File: src/rtl/irq_multi_sense.sv
// Multi-channel external interrupt front end: pin select, synchroniser, sense detect,
// latched pending flags and a fixed-priority request. Optional glitch filter: IRQ_GLITCH_FILTER_EN.
module irq_multi_sense #(
  parameter int NUM_CH      = 8,
  parameter int SYNC_STAGES = 2,
  parameter int FILTER_LEN  = 3
) (
  input  logic                  clk,
  input  logic                  rst_n,
  input  logic [NUM_CH-1:0]     irq_pin_a,
  input  logic [NUM_CH-1:0]     irq_pin_b,
  input  logic [NUM_CH-1:0]     pin_sel,
  input  logic [2*NUM_CH-1:0]   sense_mode,
  input  logic [NUM_CH-1:0]     ch_en,
  input  logic                  isr_wr_en,
  input  logic [NUM_CH-1:0]     isr_wr_data,
  input  logic                  ack_valid,
  input  logic [4:0]            ack_id,
  input  logic [NUM_CH-1:0]     dtc_clr,
  output logic [NUM_CH-1:0]     isr_rd_data,
  output logic                  irq_req,
  output logic [4:0]            irq_id
);

  // Reject illegal configurations at elaboration time.
  if (NUM_CH < 1 || NUM_CH > 32 || SYNC_STAGES < 2 || FILTER_LEN < 1 || FILTER_LEN > 15) begin : g_param_check
    $fatal(1, "irq_multi_sense: illegal parameter value");
  end

  logic [NUM_CH-1:0] pin_mux;
  logic [NUM_CH-1:0] sync_q [SYNC_STAGES];
  logic [NUM_CH-1:0] sync_val;
  logic [NUM_CH-1:0] det_val;
  logic [NUM_CH-1:0] prev_q;
  logic [NUM_CH-1:0] det_evt;
  logic [NUM_CH-1:0] set_vec;
  logic [NUM_CH-1:0] clr_vec;
  logic [NUM_CH-1:0] pend_q;
  logic [NUM_CH-1:0] active;
  logic [4:0]        enc_id;

  assign pin_mux = (irq_pin_a & pin_sel) | (irq_pin_b & ~pin_sel);

  // Pins are active-low, so the synchroniser idles at 1.
  always_ff @(posedge clk or negedge rst_n) begin
    if (!rst_n) begin
      for (int s = 0; s < SYNC_STAGES; s++) sync_q[s] <= '1;
    end else begin
      sync_q[0] <= pin_mux;
      for (int s = 1; s < SYNC_STAGES; s++) sync_q[s] <= sync_q[s-1];
    end
  end

  assign sync_val = sync_q[SYNC_STAGES-1];

`ifdef IRQ_GLITCH_FILTER_EN
  logic [3:0]        filt_cnt_q [NUM_CH];
  logic [NUM_CH-1:0] filt_q;

  // The filtered level follows sync only after FILTER_LEN consecutive differing samples.
  always_ff @(posedge clk or negedge rst_n) begin
    if (!rst_n) begin
      filt_q <= '1;
      for (int i = 0; i < NUM_CH; i++) filt_cnt_q[i] <= '0;
    end else begin
      for (int i = 0; i < NUM_CH; i++) begin
        if (sync_val[i] == filt_q[i]) begin
          filt_cnt_q[i] <= '0;
        end else if (filt_cnt_q[i] == 4'(FILTER_LEN - 1)) begin
          filt_q[i]     <= sync_val[i];
          filt_cnt_q[i] <= '0;
        end else begin
          filt_cnt_q[i] <= filt_cnt_q[i] + 4'd1;
        end
      end
    end
  end

  assign det_val = filt_q;
`else
  assign det_val = sync_val;
`endif

  always_comb begin
    det_evt = '0;
    clr_vec = '0;
    for (int i = 0; i < NUM_CH; i++) begin
      case (sense_mode[2*i +: 2])
        2'b00:   det_evt[i] = ~det_val[i];
        2'b01:   det_evt[i] = prev_q[i] & ~det_val[i];
        2'b10:   det_evt[i] = ~prev_q[i] & det_val[i];
        default: det_evt[i] = prev_q[i] ^ det_val[i];
      endcase
      clr_vec[i] = (isr_wr_en & ~isr_wr_data[i]) | (ack_valid && (ack_id == 5'(i))) | dtc_clr[i];
    end
  end

  assign set_vec = det_evt & ch_en;
  assign active  = pend_q & ch_en;

  // prev tracks the detected level unconditionally so a mode or enable change cannot fake an edge.
  always_ff @(posedge clk or negedge rst_n) begin
    if (!rst_n) begin
      prev_q <= '1;
      pend_q <= '0;
    end else begin
      prev_q <= det_val;
      pend_q <= set_vec | (pend_q & ~clr_vec);
    end
  end

  always_comb begin
    enc_id = '0;
    for (int i = NUM_CH - 1; i >= 0; i--) begin
      if (active[i]) enc_id = 5'(i);
    end
  end

  always_ff @(posedge clk or negedge rst_n) begin
    if (!rst_n) begin
      irq_req <= 1'b0;
      irq_id  <= '0;
    end else begin
      irq_req <= |active;
      irq_id  <= enc_id;
    end
  end

  assign isr_rd_data = pend_q;

endmodule

File: config.mk
export PLATFORM = sky130hd
export DESIGN_NAME = irq_multi_sense
export DESIGN_NICKNAME = d
export VERILOG_FILES = /design/src/rtl/irq_multi_sense.sv
export SDC_FILE = /design/constraint.sdc
export NUM_CORES = 1
export LEC_CHECK = 0
export CAP_MARGIN = 20
export CORE_ASPECT_RATIO = 1.75
export CORE_MARGIN = 2
export CORE_UTILIZATION = 35
export CTS_CLUSTER_SIZE = 10
export DETAILED_ROUTE_END_ITERATION = 16
export PLACE_DENSITY_LB_ADDON = 0.08
export REMOVE_ABC_BUFFERS = 1
export SETUP_SLACK_MARGIN = 0.5
export SKIP_CTS_REPAIR_TIMING = 1
export SLEW_MARGIN = 20
export SYNTH_ARGS = -nofsm -noshare
export SYNTH_HDL_FRONTEND = slang
export SYNTH_SLANG_ARGS = --single-unit
File: constraint.sdc
create_clock -name clk -period 3.8 [get_ports clk]
set_input_delay 0.57 -clock clk [delete_from_list [all_inputs] [get_ports clk]]
set_output_delay 0.57 -clock clk [all_outputs]
set_load 0.05 [all_outputs]
== Yosys cells after proc, flatten, opt, wreduce, memory -nomap -nowiden ==
Cells that the tools add are included.

* Memories kept: 0
* Input bits: 73
* Bits in read-only memories: 0
* Bits in writable memories: 0
* Output and inout port bits: 14
* Latch bits: 0
* Flip-flop bits (word level): 38

* Add/subtract/negate cells: 0
* $mul: 0
* Magnitude comparators: 0
* Divide/modulo/power cells: 0
* Eq/ne operators: 23
* Mux-type cells: 16
* Shift operators: 0
* Reduce and logical (&&, ||, !) cells: 18
* Bitwise gates (word level): 81

{| class="wikitable"
|+ Operators by type and width
! cell !! number
|-
| 8-bit AND || 5
|-
| 1-bit AND || 24
|-
| 1-bit inverter || 24
|-
| 1-bit one-hot mux with 3 select lines || 8
|-
| 5-bit by 3-bit == test with 1-bit output, second input constant || 4
|-
| 5-bit 2-to-1 mux || 4
|-
| 2-bit by 1-bit == test with 1-bit output, second input constant || 8
|-
| 2-bit == test, second input constant || 8
|-
| 2-bit zero test || 8
|-
| 8-bit inverter || 2
|-
| 1-bit OR || 16
|-
| 8-bit OR || 2
|-
| 3-bit 2-to-1 mux || 4
|-
| 5-bit by 2-bit == test with 1-bit output, second input constant || 2
|-
| 1-bit logical AND || 8
|-
| 8-bit OR reduction || 1
|-
| 1-bit bitwise XOR || 8
|-
| 5-bit by 1-bit == test with 1-bit output, second input constant || 1
|-
| 5-bit zero test || 1
|}

== Depth between registers and ports, before layout ==
* Depth in word-level cells: 9
* Depth in mapped cells: 5

== Worst setup path after synthesis ==
No wires, ideal clock.

* Path kind: input -> register
* Start: input port ack_id[3]
* End: register pend_q[0] (netlist: isr_rd_data[0])
* Setup slack: 2.222 ns
* Cell stages on the path: 3
* Required time: 3.659 ns
* Arrival time: 1.437 ns
* Path through: or4b_4 > o311ai_2 > o311ai_1

* Cells in the longest elaborated chain, start to end: 7

{| class="wikitable"
|+ Ends and longest elaborated chain
! item !! line !! source
|-
| start: declaration || 18 || <nowiki>input logic [4:0] ack_id,</nowiki>
|-
| 5-bit zero test || 94 || <nowiki>clr_vec[i] = (isr_wr_en & ~isr_wr_data[i]) | (ack_valid && (ack_id == 5'(i))) | dtc_clr[i];</nowiki>
|-
| 1-bit logical AND || 94 ||
|-
| 1-bit OR (2 in a row) || 94 ||
|-
| 8-bit inverter || 108 || <nowiki>pend_q <= set_vec | (pend_q & ~clr_vec);</nowiki>
|-
| 8-bit AND || 108 ||
|-
| 8-bit OR || 108 ||
|-
| end signal: assignment || 108 ||
|-
| end: declaration || 38 || <nowiki>logic [NUM_CH-1:0] pend_q;</nowiki>
|}

No other way between the ends.

== Final worst setup path ==
* Start: register pend_q[0] (netlist: isr_rd_data[0])
* End: output port isr_rd_data[0]

{| class="wikitable"
|+ RTL lines
! item !! line !! source
|-
| end: declaration || 20 || <nowiki>output logic [NUM_CH-1:0] isr_rd_data,</nowiki>
|}

No word-level cell between the ends.

==> reports/qor.yml <==
die_width_um: 59.52
drc: 0
final_hold_viol_count: 0
grt_use_total: 0.1597
yosys_warnings: 0
slowest_delay_ns: 0.84
synth_top_cell_by_area: "dfstp_2"
hold_class: "flip-flop to flip-flop"
viasPerCell: 5.107
layout_min_cycle_time_ns: 2.114
path_clk_slew_ns: 0.07
fin_util: 0.5440
critical_path_class: "flip-flop to primary output"
final_cell_mix: "83 x clkdlybuf4s50_1, 29 x inv_1, 24 x dfstp_2"
synth.distinct_cells: 29
crit_buf_inv: 1
reg2reg_from: "det_val[6]$_DFF_PN1_"
grt_pass1_wl_mm: 7.258
finalSetupTns_ns: 0
wl_mm: 4.422
core-area_um2: 5255
leakagePower_nw: 1.235
holdWs_ns: 0.3555
grt_max_degree: 37
dr_wl_met3_um: 274
min_path_cells: 0
netlist_area_um2: 1888
r2r_cells: 5
cp_top_family: "buffers and inverters"
layout-drive-gt1-share: 0.1603
grt_setup_unrepaired: "no"
wl_per_cell_um: 13.95
drtPass1Iterations: 4
final_common_cell: "clkdlybuf4s50_1"
drv_cap: 0
num_rows: 35
cp_cell_sequence: "clkdlybuf4s50_1"
r2r_end: "isr_rd_data[6]$_DFF_PN0_"
fill_cells: 495
crit_path_max_fanout: 5
initial_core_util: 0.3593
fmax_ghz: 0.4731
ios: 87
dr.max_layer_used: "met4"
end_kind: "primary output"
ir_worst_vdd_mv: 0.2348
fin_skew_ns: 0.007813
start_kind: "flip-flop"
critPathArrivalTime_ns: 1.54
min_from: "sync_q[10]$_DFF_PN1_"
io_buffer_count: 84
dieArea_um2: 6021
cts_buffers: 5
syn_inst: 172
grt_pass1_vias: 1642
hold_path_end: "det_val[2]$_DFF_PN1_"
finalSetupViolCount: 0
wl_met2_mm: 2.377
ys_seq_area_frac: 0.4930
cts_tree: "done"
yosysTopAreaCellShare: 0.3340
crit_required_ns: 3.23
crit_path_top_delay_cell: "clkdlybuf4s50_1"
cts.sinks: 36
worst_pin_slew_ns: 0.7853
status: "complete, no violations"
min_period_over_period: 0.5563
slew_headroom: 0.4765
ys_ff_latch: 36
num_vias: 1619
root_buffer: "clkbuf_8"
cts_buffer_depth: 2
antenna_found_initial: 0
met1Wirelength_mm: 1.649
first_iter_violations: 39
antenna_cells: 0
synthTopCellsByArea: "dfstp_2 33%, dfrtp_1 16%, ha_1 11%"
fp.dieH_um: 101.2
gp_congestion: 0.7432
syn_avg_cell_area_um2: 10.98
power_density_nw_per_um2: 356.5
rrSetupSlack_ns: 2.22
report.power.total_w: 0.001019
drv_slew: 0
insertion_delay_ns: 0.28
htreeDepth: 2
final_nets: 351
ant_nets: 0
syn_to_final_growth_pct: 51.42
dp.final_hpwl_mm: 3.579
overflow: 0
-- power breakdown --
group	internal, W	leakage, nW	switching, W
combinational	0.000146	0.791	0.000156
clock	0.000125	0.0410	0.000128
sequential	0.000438	0.403	0.0000274
-- per-layer routing --
layer  vias up  global-route usage
li1        782                   -
met1       765              0.1760
met2        63              0.2823
met3         9             0.03831
met4         0             0.07009
met5         -                   0
-- state kept, by name, indices dropped and copies added (netlist names) --
name / cells
irq_id: 3
prev_q: 8
isr_rd_data: 8
det_val: 8
sync_q: 8
irq_req: 1
-- logic make-up after synthesis --
kind of cell    count (synthesis)  share of synthesized area
compound gates                 37                     0.1584
fa+ha+maj                      16                     0.1060
buf+inv                        31                    0.06560
flops                          36                     0.4930
mux                             9                    0.05964
other cells                     1                   0.001986
simple gates                   42                     0.1153
-- synth_stat cells --
master,n
nand2_1,14
nand2b_1,10
o311ai_2,1
o21ai_0,1
a22o_1,1
a32oi_1,2
or4b_4,1
mux2_2,8
o311ai_1,7
ha_1,16
nand4bb_1,1
dfstp_2,24
conb_1,1
a22oi_1,2
o311ai_0,1
nand3_1,1
nor2_1,9
a221oi_1,2
mux4_2,1
o2111ai_1,12
dfrtp_1,12
o2bb2ai_1,1
buf_4,2
nor2b_1,3
nand3b_1,1
and2_1,1
nand4_1,1
a21oi_1,7
inv_1,29
-- area by class of cell --
| cell class | instances | area (um^2) | share of cell area |
|---|---|---|---|
| tap | 55 | 68.82 | 0.02407 |
| sequential | 36 | 930.9 | 0.3256 |
| clock inverter | 1 | 5.005 | 0.001751 |
| multi-input combinational | 106 | 837.1 | 0.2928 |
| inverter | 29 | 108.9 | 0.03807 |
| clock buffer | 6 | 72.57 | 0.02538 |
| timing repair buffer | 84 | 835.8 | 0.2923 |
-- through the flow --
step	std cells	area, um^2	worst slack (ns)
2_1_floorplan	171	1877	2.222
3_3_place_gp	310	2781	1.704
3_5_place_dp	310	2781	1.702
4_1_cts	317	2859	1.671
5_1_grt	317	2859	1.634
6_report	317	2859	1.686
-- worst max-delay path by stage --
stage                               end  cells after the start                      from  slack (ns)
2_1_floorplan  isr_rd_data[0]$_DFF_PN0_                      3                 ack_id[3]        2.22
6_report                 isr_rd_data[0]                      1  isr_rd_data[0]$_DFF_PN0_        1.69
4_1_cts                  isr_rd_data[0]                      1  isr_rd_data[0]$_DFF_PN0_        1.67
3_5_place_dp   isr_rd_data[0]$_DFF_PN0_                      4                 ack_id[3]        1.70
5_1_grt                  isr_rd_data[0]                      1  isr_rd_data[0]$_DFF_PN0_        1.63
3_3_place_gp   isr_rd_data[0]$_DFF_PN0_                      4                 ack_id[3]        1.70
No activity file was read; power rests on OpenSTA's default activity.
